[src/rtl/run_arb_pkg.sv]
// Shared types for the run arbiter: arbiter FSM states, run-detector encodings
// and the detector transition function.
package run_arb_pkg;

  typedef enum logic [1:0] {
    IDLE   = 2'b00,
    GRANT  = 2'b01,
    REPORT = 2'b10
  } arb_state_e;

  typedef enum logic [1:0] {
    S1 = 2'b01,
    S2 = 2'b10,
    S3 = 2'b11
  } det_state_e;

  // One step of the two-consecutive-ones detector; unknown encodings fall back to S1.
  function automatic det_state_e det_next(det_state_e s, logic x);
    det_state_e n;
    case (s)
      S1:      n = x ? S2 : S1;
      S2:      n = x ? S3 : S1;
      S3:      n = x ? S3 : S1;
      default: n = S1;
    endcase
    return n;
  endfunction

  function automatic logic det_legal(det_state_e s);
    return (s == S1) || (s == S2) || (s == S3);
  endfunction

endpackage

[src/rtl/run_detector.sv]
// Moore detector for two or more consecutive ones, with a synchronous clear used
// to start every frame from S1.
module run_detector
  import run_arb_pkg::*;
(
  input  logic clk,
  input  logic rst,
  input  logic clr,
  input  logic en,
  input  logic x,
  output logic z,
  output logic hit_next
);

  det_state_e state_q, state_d, step;

  assign step = det_next(state_q, x);

  always_comb begin
    state_d = state_q;
    if (clr) begin
      state_d = S1;
    end else if (en) begin
      state_d = step;
    end else if (!det_legal(state_q)) begin
      state_d = S1;
    end
  end

  always_ff @(posedge clk) begin
    if (rst) begin
      state_q <= S1;
    end else begin
      state_q <= state_d;
    end
  end

  assign z        = (state_q == S3);
  assign hit_next = en && (step == S3);

endmodule

[src/rtl/run_arbiter.sv]
// Round-robin arbiter sharing one run detector among N_REQ serial requesters; each
// grant samples FRAME_LEN bits and reports hit, run count and requester id.
module run_arbiter
  import run_arb_pkg::*;
#(
  parameter int unsigned  N_REQ     = 4,
  parameter int unsigned  FRAME_LEN = 8,
  localparam int unsigned ID_W      = $clog2(N_REQ),
  localparam int unsigned CNT_W     = $clog2(FRAME_LEN)
) (
  input  logic               clk,
  input  logic               rst,
  input  logic [N_REQ-1:0]   req,
  input  logic [N_REQ-1:0]   x_in,
  output logic [N_REQ-1:0]   gnt,
  output logic               busy,
  output logic               res_valid,
  output logic [ID_W-1:0]    res_id,
  output logic               res_hit,
  output logic [CNT_W-1:0]   res_count
);

  localparam logic [CNT_W-1:0] LastBit = CNT_W'(FRAME_LEN - 1);
  localparam logic [ID_W-1:0]  LastId  = ID_W'(N_REQ - 1);

  arb_state_e       state_q, state_d;
  logic [ID_W-1:0]  ptr_q, ptr_d;
  logic [ID_W-1:0]  win_q, win_d;
  logic [CNT_W-1:0] cnt_q, cnt_d;
  logic [CNT_W-1:0] acc_q, acc_d;
  logic [ID_W-1:0]  res_id_q, res_id_d;
  logic             res_hit_q, res_hit_d;
  logic [CNT_W-1:0] res_count_q, res_count_d;

  logic             found;
  logic [ID_W-1:0]  pick;
  logic [ID_W-1:0]  idx;

  logic det_clr, det_en, det_x, det_z, det_hit;

  // First set request at or above ptr, wrapping around.
  always_comb begin
    found = 1'b0;
    pick  = '0;
    idx   = '0;
    for (int unsigned i = 0; i < N_REQ; i++) begin
      idx = ID_W'((32'(ptr_q) + i) % N_REQ);
      if (!found && req[idx]) begin
        found = 1'b1;
        pick  = idx;
      end
    end
  end

  always_comb begin
    state_d     = state_q;
    ptr_d       = ptr_q;
    win_d       = win_q;
    cnt_d       = cnt_q;
    acc_d       = acc_q;
    res_id_d    = res_id_q;
    res_hit_d   = res_hit_q;
    res_count_d = res_count_q;
    det_clr     = 1'b0;
    det_en      = 1'b0;

    unique case (state_q)
      IDLE: begin
        if (found) begin
          state_d = GRANT;
          win_d   = pick;
          ptr_d   = (pick == LastId) ? '0 : pick + ID_W'(1);
          cnt_d   = '0;
          acc_d   = '0;
          det_clr = 1'b1;
        end
      end
      GRANT: begin
        det_en = 1'b1;
        acc_d  = acc_q + CNT_W'(det_hit);
        if (cnt_q == LastBit) begin
          // Results latch on the final sample so they are stable throughout REPORT.
          state_d     = REPORT;
          res_id_d    = win_q;
          res_count_d = acc_d;
          res_hit_d   = (acc_d != '0);
        end else begin
          cnt_d = cnt_q + CNT_W'(1);
        end
      end
      REPORT: begin
        state_d = IDLE;
      end
      default: begin
        state_d = IDLE;
      end
    endcase
  end

  always_ff @(posedge clk) begin
    if (rst) begin
      state_q     <= IDLE;
      ptr_q       <= '0;
      win_q       <= '0;
      cnt_q       <= '0;
      acc_q       <= '0;
      res_id_q    <= '0;
      res_hit_q   <= 1'b0;
      res_count_q <= '0;
    end else begin
      state_q     <= state_d;
      ptr_q       <= ptr_d;
      win_q       <= win_d;
      cnt_q       <= cnt_d;
      acc_q       <= acc_d;
      res_id_q    <= res_id_d;
      res_hit_q   <= res_hit_d;
      res_count_q <= res_count_d;
    end
  end

  assign det_x = x_in[win_q];

  run_detector u_det (
    .clk      (clk),
    .rst      (rst),
    .clr      (det_clr),
    .en       (det_en),
    .x        (det_x),
    .z        (det_z),
    .hit_next (det_hit)
  );

  // The detector sitting in S3 mid-frame implies a detection was already counted.
  always_ff @(posedge clk) begin
    if (!rst && state_q == GRANT && det_z) begin
      assert (acc_q != '0);
    end
  end

  always_comb begin
    gnt = '0;
    if (state_q == GRANT) begin
      gnt[win_q] = 1'b1;
    end
  end

  assign busy      = (state_q != IDLE);
  assign res_valid = (state_q == REPORT);
  assign res_id    = res_id_q;
  assign res_hit   = res_hit_q;
  assign res_count = res_count_q;

endmodule

[config.mk]
export PLATFORM = sky130hd
export DESIGN_NAME = run_arbiter
export DESIGN_NICKNAME = d
export VERILOG_FILES = /design/src/rtl/run_arb_pkg.sv /design/src/rtl/run_detector.sv /design/src/rtl/run_arbiter.sv
export SDC_FILE = /design/constraint.sdc
export NUM_CORES = 1
export LEC_CHECK = 0
export CELL_PAD_IN_SITES_DETAIL_PLACEMENT = 1
export CELL_PAD_IN_SITES_GLOBAL_PLACEMENT = 2
export CORE_ASPECT_RATIO = 1.5
export CORE_MARGIN = 2
export CORE_UTILIZATION = 29
export DETAILED_ROUTE_END_ITERATION = 6
export GPL_TIMING_DRIVEN = 0
export PLACE_DENSITY_LB_ADDON = 0.2
export SETUP_SLACK_MARGIN = 0.1
export SYNTH_ARGS = -nofsm -noshare
export SYNTH_HDL_FRONTEND = slang
export SYNTH_SLANG_ARGS = --single-unit
[constraint.sdc]
create_clock -name clk -period 2.5 [get_ports clk]
set_input_delay 0.5 -clock clk [delete_from_list [all_inputs] [get_ports clk]]
set_output_delay 0.5 -clock clk [all_outputs]
set_load 0.02 [all_outputs]
==> impl_metrics.sql, run 1 <==
INSERT INTO impl_metrics (metric_group, metric, value, unit) VALUES
('status', 'outcome', 'complete, no violations', ''),
('logic_synthesis', 'synth_nets', '133', ''),
('detailed_routing', 'post_drt_wl_per_cell', '13.7', 'µm'),
('clocking', 'cts.path.max_buffers', '2', ''),
('logic_synthesis', 'synthFlopType', 'dfxtp_1', ''),
('floorplan', 'coreArea', '0.00338', 'mm²'),
('detailed_routing', 'drc', '0', ''),
('grt', 'grt_overflow_total', '0', ''),
('floorplan', 'core.rowCount', '26', ''),
('logic_synthesis', 'yosys_warnings', '0', ''),
('setup_path', 'r2r_start', 'win_q[0]', ''),
('logic_synthesis', 'syn-cell-area', '0.00102', 'mm²'),
('grt', 'groute.usage.overall', '14.4', '%'),
('placed_design', 'buffer_ports.inserted', '20', ''),
('logic_synthesis', 'post_synth_inst_count', '118', ''),
('setup_path', 'timing_worst_setup_path_type', 'in -> reg', ''),
('placed_design', 'globalplace.congestion', '0.733', ''),
('setup_path', 'critPathRequiredTime', '2.64', 'ns'),
('logic_synthesis', 'count_of_flip_flops_with_a_built_in_enable_after_synthesis', '0', ''),
('grt', 'grt_pass1_vias', '1013', ''),
('placed_design', 'dpl_wire_length', '2.01', 'mm'),
('timing', 'transition_time_at_the_pin_with_the_least_slew_margin', '0.508', 'ns'),
('setup_path', 'worst_r2r_path_depth', '6', ''),
('floorplan', 'dieHeight', '76.5', 'µm'),
('detailed_routing', 'number_of_iterations_in_the_first_detailed_routing_pass', '4', ''),
('setup_path', 'setup.worst_path.start_class', 'input pin', ''),
('clocking', 'cts.htree.levels', '1', ''),
('timing', 'timing.final.max_slew_violations', '0', ''),
('timing', 'setup_total_negative_slack', '0', 'ns'),
('hold_path', 'holdCritStartpoint', 'res_count[0]', ''),
('timing', 'finalSetupViolations', '0', ''),
('pwr', 'leakage_power', '0.535', 'nW'),
('final_layout', 'post_layout_instance_count_excluding_filler_cells', '184', ''),
('timing', 'finClkSkew', '0.00119', 'ns'),
('timing', 'grt_setup_unrepaired', 'no', ''),
('setup_path', 'crit_arrival', '2.43', 'ns'),
('timing', 'finalCritPeriodShare', '91.7', '%'),
('placed_design', 'dp.cells', '180', ''),
('detailed_routing', 'route.final.wire_length', '2.53', 'mm'),
('clocking', 'cts_root_buf', 'clkbuf_8', ''),
('job', 'drv_cap', '0', ''),
('clocking', 'cts_tree', 'done', ''),
('logic_synthesis', 'postSynthRegisterBits', '20', ''),
('pwr', 'peakVddDrop', '0.311', 'mV'),
('setup_path', 'worstReg2RegEnd', 'res_hit', ''),
('clocking', 'total_clock_sinks', '20', ''),
('clocking', 'insertion_delay', '0.25', 'ns'),
('clocking', 'clk_pin_slew_worst_paths', '0.08', 'ns'),
('grt', 'antenna_violations_before_repair', '0', ''),
('hold_path', 'hold_path_class', 'reg -> reg', ''),
('grt', 'grt_max_degree', '12', ''),
('logic_synthesis', 'synth-async-reset-ratio', '0', '%'),
('clocking', 'cts-buffers-inserted', '3', ''),
('final_layout', 'layout.cells.most_common_list', 'dfxtp_1 (20), clkdlybuf4s50_1 (18), a21oi_1 (16)', ''),
('final_layout', 'layout-area-overhead-vs-synth', '30.0', '%'),
('logic_synthesis', 'synth_sequential_area_ratio', '39.4', '%'),
('detailed_routing', 'detailedRoute.firstIterationViolations', '4', ''),
('detailed_routing', 'post_detailed_route_count_of_antenna_violating_nets', '0', ''),
('pwr', 'power_density', '557', 'mW/mm²'),
('detailed_routing', 'via_per_inst', '5.09', ''),
('floorplan', 'die_width', '52.3', 'µm'),
('setup_path', 'critPathCaptureType', 'flip-flop', ''),
('floorplan', 'fp.dieArea', '0.00400', 'mm²'),
('final_layout', 'drive_gt1_share', '12.0', '%'),
('final_layout', 'number_of_nets_at_the_end_of_the_flow', '158', ''),
('hold_path', 'whs_endpoint', 'res_count[0]', ''),
('detailed_routing', 'routed_vias', '937', ''),
('final_layout', 'antenna_cells_inserted', '0', ''),
('floorplan', 'effective_utilization_at_floorplan', '30.0', '%'),
('timing', 'slew-limit-headroom', '66.1', '%'),
('pwr', 'total_power', '736', 'µW'),
('timing', 'max_freq', '436', 'MHz'),
('hold_path', 'cells_on_worst_hold_path', '2', ''),
('final_layout', 'mostFrequentLayoutCell', 'dfxtp_1', ''),
('grt', 'grt_first_pass_wirelength', '4.50', 'mm'),
('setup_path', 'r2r_setup_slack', '0.29', 'ns'),
('setup_path', 'timing.critical_path.fanout_max', '3', ''),
('logic_synthesis', 'count_of_unique_library_cells_instantiated_by_yosys', '31', ''),
('timing', 'final_hold_viol_count', '0', ''),
('timing', 'post_route_minimum_period', '2.29', 'ns'),
('logic_synthesis', 'syn_avg_cell_area', '8.61', 'µm²'),
('floorplan', 'io-pin-count', '22', '');
[metrics by stage]
stage	utilization [%]	cell area [µm²]	setup WS [ns]	hold WS [ns]
final	39.1	1320	0.208	0.460
after detailed placement	37.5	1270	-0.0724	0.454
after global placement	37.5	1270	-0.0380	0.442
after floorplan	-	1020	0.469	0.452
after CTS	39.1	1320	0.199	0.466
after global routing	39.1	1320	0.116	0.499
[logic make-up after synthesis]
kind of cell,after synthesis,share of synthesized area (%)
AND/OR/NAND/NOR,56,28.2
buffers and inverters,10,4.80
flip-flops,20,39.4
multiplexers,1,2.22
AO/OA/AOI/OAI,25,18.4
adder cells (fa/ha/maj),5,6.16
XOR/XNOR,1,0.862
[power breakdown]
group	internal (mW)	leakage [nW]	switching (mW)	total, mW
Sequential	0.332	0.163	0.0179	0.350
Clock	0.140	0.0288	0.109	0.249
Combinational	0.0633	0.343	0.0732	0.136
[Yosys cell counts, types with 2 or more instances]
library cell	n	share of area, %
dfxtp_1	20	39
a21oi_1	16	7.9
nand2_1	14	5.2
nand3_1	12	5.9
nor2_1	9	3.3
ha_1	5	6.2
inv_1	4	1.5
nand2b_1	4	2.5
nor3_1	4	2.0
and3_1	3	1.8
buf_2	3	1.5
a31o_1	2	1.7
clkbuf_1	2	0.74
nor2b_1	2	1.2
o41ai_2	2	3.2
[flip-flops by register name (all words and copies together), names as in the netlist]
signal and cells:
cnt_q 3, state_q 2, ptr_q 2, res_count 3, acc_q 3, res_hit 1, res_id 2, win_q 2
u_det.state_q 2
[layout make-up]
cell class	count	area [µm²]
flip-flops and latches	20	400
clock buffers	4	55.1
repair buffers	20	198
well taps	42	52.6
multi-input cells	88	567
fillers	413	2060
plain buffers	6	33.8
inverters	4	15.0
[critical path, cell delays in order]
cell             delay, ns
clkdlybuf4s50_1       0.40
mux4_2                0.49
and3_1                0.19
ha_1                  0.19
ha_1                  0.31
nor4_1                0.28
nor3_1                0.07
[layer usage]
| layer | part of all wire (%) | GRT usage (%) |
|---|---|---|
| met1 | 41 | 16.6 |
| met2 | 56 | 25.8 |
| met4 | 0.91 | 5.38 |
| met5 | 0 | 0 |
| met3 | 2.5 | 1.96 |
[how the worst max path moves through the flow]
stage | startpoint | to | cells after the start
after global routing | x_in[2] | res_count[2] | 8
after CTS | state_q[1] | gnt[2] | 3
after detailed placement | x_in[3] | res_hit | 7
after floorplan | x_in[3] | res_hit | 6
final | x_in[3] | res_hit | 7
after global placement | x_in[3] | res_hit | 7
[repair_timing]
item	4_1_cts	5_1_grt
endpoints found under the setup margin	2	0
setup buffers	0	0
hold buffers	0	0
resized for setup	2	0
Note: power is estimated with default switching activity, not from simulation.
==> run 2, diff against run 1 <==
Settings changed: CTS_BUF_LIST set to sky130_fd_sc_hd__clkbuf_8 sky130_fd_sc_hd__clkbuf_16, GPL_TIMING_DRIVEN 0 to not set.
==> run 2 against run 1 <==
Non-clock buffer count down 2. Die area unchanged. Final area barely moved. Critical endpoint unchanged.
==> impl_metrics.sql, run 2 (synthesis gave the netlist of run 1 again) <==
INSERT INTO impl_metrics (metric_group, metric, value, unit) VALUES
('setup_path', 'path_common_cell', 'ha_1', ''),
('timing', 'finClkSkew', '0.00360', 'ns'),
('detailed_routing', 'routed_vias', '918', ''),
('setup_path', 'r2r_start', 'win_q[0]', ''),
('timing', 'transition_time_at_the_pin_with_the_least_slew_margin', '0.303', 'ns'),
('timing', 'grt_setup_unrepaired', 'no', ''),
('setup_path', 'setup.worst_path.start_class', 'input pin', ''),
('setup_path', 'crit_arrival', '2.44', 'ns'),
('timing', 'post_route_minimum_period', '2.29', 'ns'),
('status', 'outcome', 'complete, no violations', ''),
('final_layout', 'antenna_cells_inserted', '0', ''),
('pwr', 'leakage_power', '0.523', 'nW'),
('final_layout', 'drive_gt1_share', '11.4', '%'),
('final_layout', 'area_of_combinational_cells_with_multiple_inputs', '567', 'µm²'),
('final_layout', 'number_of_nets_at_the_end_of_the_flow', '156', ''),
('clocking', 'cts.htree.levels', '1', ''),
('final_layout', 'register_area', '400', 'µm²'),
('floorplan', 'effective_utilization_at_floorplan', '30.0', '%'),
('final_layout', 'layout-area-overhead-vs-synth', '30.2', '%'),
('setup_path', 'timing.critical_path.fanout_max', '3', ''),
('timing', 'timing.final.ws_setup', '0.205', 'ns'),
('hold_path', 'cells_on_worst_hold_path', '2', ''),
('timing', 'slew-limit-headroom', '79.7', '%'),
('setup_path', 'crit_path_start', 'x_in[3]', ''),
('hold_path', 'holdCritStartpoint', 'res_count[0]', ''),
('setup_path', 'worstReg2RegEnd', 'res_hit', ''),
('pwr', 'power_density', '560', 'mW/mm²'),
('clocking', 'postCtsHoldBufs', '0', ''),
('grt', 'grt_max_degree', '19', ''),
('final_layout', 'mostFrequentLayoutCell', 'clkdlybuf4s50_1', ''),
('clocking', 'cts-buffers-inserted', '3', ''),
('placed_design', 'dpl_wire_length', '2.08', 'mm'),
('detailed_routing', 'route.final.wire_length', '2.65', 'mm'),
('clocking', 'post_cts_setup_buffer_count', '0', ''),
('floorplan', 'core.rowCount', '26', ''),
('setup_path', 'slowest_stage', 'mux4_2', ''),
('floorplan', 'dieHeight', '76.5', 'µm'),
('floorplan', 'io-pin-count', '22', ''),
('final_layout', 'fill_cells', '416', ''),
('floorplan', 'coreArea', '0.00338', 'mm²'),
('setup_path', 'cp_cell_sequence', 'clkdlybuf4s50_1, mux4_2, and3_1, ha_1, ha_1, nor4_1, nor3_1', ''),
('grt', 'antenna_violations_before_repair', '0', ''),
('clocking', 'cts_tree', 'done', ''),
('grt', 'grt_pass1_vias', '940', ''),
('timing', 'worst_hold_slack', '0.455', 'ns'),
('timing', 'setup_total_negative_slack', '0', 'ns'),
('grt', 'grt_overflow_total', '0', ''),
('clocking', 'cts_resized', '0', ''),
('final_layout', 'stdcell_area', '0.00132', 'mm²'),
('placed_design', 'placement.setup.worst_slack', '-0.0842', 'ns'),
('placed_design', 'globalplace.congestion', '0.700', ''),
('timing', 'finalSetupViolations', '0', ''),
('setup_path', 'critPathCaptureType', 'flip-flop', ''),
('clocking', 'total_clock_sinks', '20', ''),
('grt', 'groute.usage.overall', '14.1', '%'),
('pwr', 'total_power', '740', 'µW'),
('floorplan', 'fp.dieArea', '0.00400', 'mm²'),
('detailed_routing', 'detailedRoute.firstIterationViolations', '19', ''),
('grt', 'grt_first_pass_wirelength', '4.26', 'mm'),
('placed_design', 'buffer_ports.inserted', '21', ''),
('hold_path', 'whs_endpoint', 'res_count[0]', ''),
('final_layout', 'post_layout_instance_count_excluding_filler_cells', '182', ''),
('clocking', 'clk_pin_slew_worst_paths', '0.08', 'ns'),
('detailed_routing', 'drc', '0', ''),
('floorplan', 'die_width', '52.3', 'µm'),
('setup_path', 'timing_worst_setup_path_type', 'in -> reg', ''),
('timing', 'max_freq', '436', 'MHz'),
('detailed_routing', 'post_detailed_route_count_of_antenna_violating_nets', '0', ''),
('final_layout', 'finalCoreUtilization', '39.1', '%'),
('detailed_routing', 'number_of_iterations_in_the_first_detailed_routing_pass', '4', ''),
('final_layout', 'layout.cells.most_common_list', 'clkdlybuf4s50_1 (21), dfxtp_1 (20), a21oi_1 (16)', ''),
('pwr', 'peakVddDrop', '0.225', 'mV'),
('setup_path', 'critPathRequiredTime', '2.65', 'ns'),
('clocking', 'cts.path.max_buffers', '2', ''),
('hold_path', 'hold_path_class', 'reg -> reg', ''),
('clocking', 'insertion_delay', '0.26', 'ns'),
('detailed_routing', 'post_drt_wl_per_cell', '14.6', 'µm'),
('placed_design', 'dp.cells', '178', ''),
('timing', 'final_hold_viol_count', '0', ''),
('detailed_routing', 'via_per_inst', '5.04', ''),
('placed_design', 'post_dp_cell_area', '0.00127', 'mm²'),
('setup_path', 'worst_r2r_path_depth', '6', ''),
('setup_path', 'worst_path_largest_cell_delay', '0.51', 'ns'),
('setup_path', 'r2r_setup_slack', '0.30', 'ns'),
('clocking', 'cts_root_buf', 'clkbuf_8', ''),
('timing', 'timing.final.max_slew_violations', '0', ''),
('timing', 'finalCritPeriodShare', '91.8', '%'),
('job', 'drv_cap', '0', '');
[run 2: layer usage]
layer  up-vias  routed length, µm  track usage, %
met3         2                 91            2.35
met5         -                  0               0
met2        15               1500            26.4
met1       440               1040            14.5
met4         0                 23            6.15
li1        461                  -               -
[run 2: critical path, delay by kind of cell]
kind                       cells  cell delay (ns)
muxes                          1             0.51
buffers and inverters          1             0.41
and+or+nand+nor                3             0.54
adders and majority gates      2             0.49
[run 2: worst max-delay path by stage]
| stage | end | slack, ns | cells after the start |
|---|---|---|---|
| global route | res_hit | 0.13 | 7 |
| CTS | res_hit | 0.20 | 7 |
| floorplan | res_hit | 0.47 | 6 |
| finish | res_hit | 0.21 | 7 |
| global placement | res_hit | 0.004 | 7 |
| detailed placement | res_hit | -0.08 | 7 |
[run 2: final cells by class]
cell class                      instances  share of cell area (%)
Clock buffer                            4                    4.16
Multi-Input combinational cell         88                    42.9
Tap cell                               42                    3.97
Timing Repair Buffer                   24                    17.6
Sequential cell                        20                    30.3
Inverter                                4                    1.14
[run 2: where the power goes]
part           switching (mW)  total [mW]  internal, mW  leakage (nW)
sequential             0.0177       0.350         0.332         0.163
clock                   0.112       0.252         0.140        0.0288
combinational          0.0737       0.138        0.0640         0.332
total                   0.204       0.740         0.537         0.523
==> run 3, diff against run 2 <==
Settings changed: CORE_UTILIZATION 29 to 26, SLEW_MARGIN set to 30.
Clock period 2.5 ns to 2.07 ns, I/O delays scaled along.
==> run 3 against run 2 <==
Sequential share of layout area down 1.7 points. Final area grew 6.3%. Via count is 1.7% higher. Clock power grew 2%. Flip-flop and latch count unchanged. Total power is 15% higher. Largest power group unchanged. Routed wire length grew 2.5%. Critical endpoint unchanged. Combinational power grew 31%.
==> impl_metrics.sql, run 3 (synthesis gave the netlist of run 1 again) <==
INSERT INTO impl_metrics (metric_group, metric, value, unit) VALUES
('setup_path', 'worst_path_largest_cell_delay', '0.48', 'ns'),
('final_layout', 'stdcell_area', '0.00141', 'mm²'),
('clocking', 'cts.path.max_buffers', '2', ''),
('timing', 'finalCritPeriodShare', '92.1', '%'),
('grt', 'grt_pass1_vias', '1004', ''),
('clocking', 'cts_tree', 'done', ''),
('floorplan', 'die_width', '55.0', 'µm'),
('timing', 'transition_time_at_the_pin_with_the_least_slew_margin', '0.322', 'ns'),
('detailed_routing', 'drc', '0', ''),
('clocking', 'cts-buffers-inserted', '3', ''),
('detailed_routing', 'met3_length', '55', 'µm'),
('timing', 'timing.final.ws_setup', '0.164', 'ns'),
('detailed_routing', 'routed_vias', '934', ''),
('timing', 'timing.final.max_slew_violations', '0', ''),
('final_layout', 'layout.cells.most_common_list', 'dfxtp_1 (19), a21oi_1 (16), nand2_1 (14)', ''),
('timing', 'finalSetupViolations', '0', ''),
('detailed_routing', 'route.final.wire_length', '2.72', 'mm'),
('grt', 'groute.usage.overall', '14.0', '%'),
('pwr', 'netSwitchingPower', '239', 'µW'),
('floorplan', 'io-pin-count', '22', ''),
('pwr', 'power.combinational.fraction', '21.2', '%'),
('final_layout', 'number_of_nets_at_the_end_of_the_flow', '164', ''),
('setup_path', 'timing.critical_path.fanout_max', '2', ''),
('pwr', 'pwr-share-clk', '30.0', '%'),
('setup_path', 'cp_cell_sequence', 'dlygate4sd2_1, mux4_2, and3_4, ha_4, ha_4, nor4_2, nor3_1', ''),
('pwr', 'total_power', '855', 'µW'),
('clocking', 'total_clock_sinks', '20', ''),
('status', 'outcome', 'complete, no violations', ''),
('hold_path', 'holdCritStartpoint', 'res_count[0]', ''),
('setup_path', 'setup.worst_path.start_class', 'input pin', ''),
('setup_path', 'r2r_start', 'win_q[0]', ''),
('pwr', 'power_density', '608', 'mW/mm²'),
('final_layout', 'antenna_cells_inserted', '0', ''),
('grt', 'grt_max_degree', '13', ''),
('final_layout', 'fill_cells', '440', ''),
('timing', 'grt_setup_unrepaired', 'no', ''),
('setup_path', 'critPathCaptureType', 'flip-flop', ''),
('setup_path', 'crit_arrival', '2.05', 'ns'),
('pwr', 'share_seq_of_total_power', '48.8', '%'),
('final_layout', 'layout-area-overhead-vs-synth', '38.4', '%'),
('placed_design', 'placement.setup.worst_slack', '-0.357', 'ns'),
('detailed_routing', 'met2_wirelength_from_detailed_routing', '1.58', 'mm'),
('floorplan', 'coreArea', '0.00372', 'mm²'),
('detailed_routing', 'post_drt_wl_per_cell', '14.3', 'µm'),
('detailed_routing', 'route.layer.met1.wl', '1.06', 'mm'),
('timing', 'post_route_minimum_period', '1.91', 'ns'),
('floorplan', 'effective_utilization_at_floorplan', '27.3', '%'),
('clocking', 'cts.htree.levels', '1', ''),
('timing', 'slew-limit-headroom', '78.5', '%'),
('timing', 'worst_hold_slack', '0.459', 'ns'),
('placed_design', 'buffer_ports.inserted', '21', ''),
('grt', 'grt_first_pass_wirelength', '4.43', 'mm'),
('clocking', 'postCtsHoldBufs', '0', ''),
('final_layout', 'mostFrequentLayoutCell', 'dfxtp_1', ''),
('floorplan', 'fp.dieArea', '0.00443', 'mm²'),
('placed_design', 'dpl_wire_length', '2.15', 'mm'),
('clocking', 'clk_pin_slew_worst_paths', '0.07', 'ns'),
('setup_path', 'critPathRequiredTime', '2.22', 'ns'),
('floorplan', 'dieHeight', '80.6', 'µm'),
('clocking', 'insertion_delay', '0.25', 'ns'),
('timing', 'setup_total_negative_slack', '0', 'ns'),
('detailed_routing', 'via_per_inst', '4.92', ''),
('grt', 'grt_overflow_total', '0', ''),
('placed_design', 'post_dp_cell_area', '0.00133', 'mm²'),
('pwr', 'leakage_power', '0.570', 'nW'),
('setup_path', 'timing_worst_setup_path_type', 'in -> reg', ''),
('detailed_routing', 'top_signal_layer_used', 'met4', ''),
('timing', 'finClkSkew', '0.00106', 'ns'),
('floorplan', 'core.rowCount', '27', ''),
('pwr', 'internal_power_component', '616', 'µW'),
('detailed_routing', 'post_detailed_route_count_of_antenna_violating_nets', '0', ''),
('final_layout', 'drive_gt1_share', '19.7', '%'),
('pwr', 'share_of_total_power_consumed_by_net_switching', '28.0', '%'),
('timing', 'final_hold_viol_count', '0', ''),
('detailed_routing', 'number_of_iterations_in_the_first_detailed_routing_pass', '4', ''),
('setup_path', 'crit_path_start', 'x_in[3]', ''),
('setup_path', 'slowest_stage', 'mux4_2', ''),
('setup_path', 'r2r_setup_slack', '0.19', 'ns'),
('hold_path', 'hold_path_class', 'reg -> reg', ''),
('pwr', 'peakVddDrop', '0.292', 'mV'),
('clocking', 'cts_root_buf', 'clkbuf_8', ''),
('placed_design', 'globalplace.congestion', '0.740', ''),
('setup_path', 'path_common_cell', 'ha_4', ''),
('job', 'drv_cap', '0', ''),
('detailed_routing', 'detailedRoute.firstIterationViolations', '14', ''),
('timing', 'max_freq', '525', 'MHz'),
('grt', 'antenna_violations_before_repair', '0', '');
run 3: cell count changes in the layout (fill, tap and decap cells not counted), moves of 2 or more:
cell,change
dlygate4sd2_1,+7
clkdlybuf4s50_1,-8
buf_4,+8
ha_1,-2
ha_4,+2
run 3: area by class of cell:
| cell class | instances | area (µm²) | share of cell area, % |
|---|---|---|---|
| inverter | 4 | 15.0 | 1.07 |
| tap | 43 | 53.8 | 3.83 |
| timing repair buffer | 32 | 284 | 20.2 |
| clock buffer | 3 | 41.3 | 2.94 |
| multi-input combinational | 88 | 611 | 43.4 |
| sequential | 20 | 402 | 28.6 |
run 3: per-stage QoR:
stage,cells,utilization [%]
2_1_floorplan,118,-
3_3_place_gp,187,35.8
3_5_place_dp,187,35.8
4_1_cts,190,37.6
5_1_grt,190,37.8
6_report,190,37.8
run 3: critical path: cells and delay by family:
| kind | cells | cell delay [ns] |
|---|---|---|
| buf+inv | 1 | 0.23 |
| mux | 1 | 0.48 |
| fa+ha+maj | 2 | 0.39 |
| simple gates | 3 | 0.53 |
run 3: path summary, 6_finish.rpt:
path,to,depth (start not counted)
min reg2reg,res_count[0],2
max,res_hit,7
max reg2reg,res_hit,6
min,res_count[0],2
run 3: layer usage:
metal  vias to the layer above  GRT usage (%)
met1                       445           14.2
met3                         2           2.23
met5                         -              0
met2                        13           26.3
li1                        474              -
met4                         0           5.85
run 3: timing repair:
item                       CTS  global route
buffers inserted             0             0
setup endpoints to repair    9             2
gates cloned                 0             0
pin swaps                    4             0
resized for setup           13             2
run 3: power groups by stage:
stage / Combinational [mW] / Clock [mW] / Sequential (mW)
6_report: 0.181 / 0.256 / 0.418
5_1_grt: 0.202 / 0.280 / 0.420
4_1_cts: 0.185 / 0.266 / 0.418
3_5_place_dp: 0.189 / 0 / 0.427
3_3_place_gp: 0.185 / 0 / 0.426
2_1_floorplan: 0.113 / 0 / 0.426
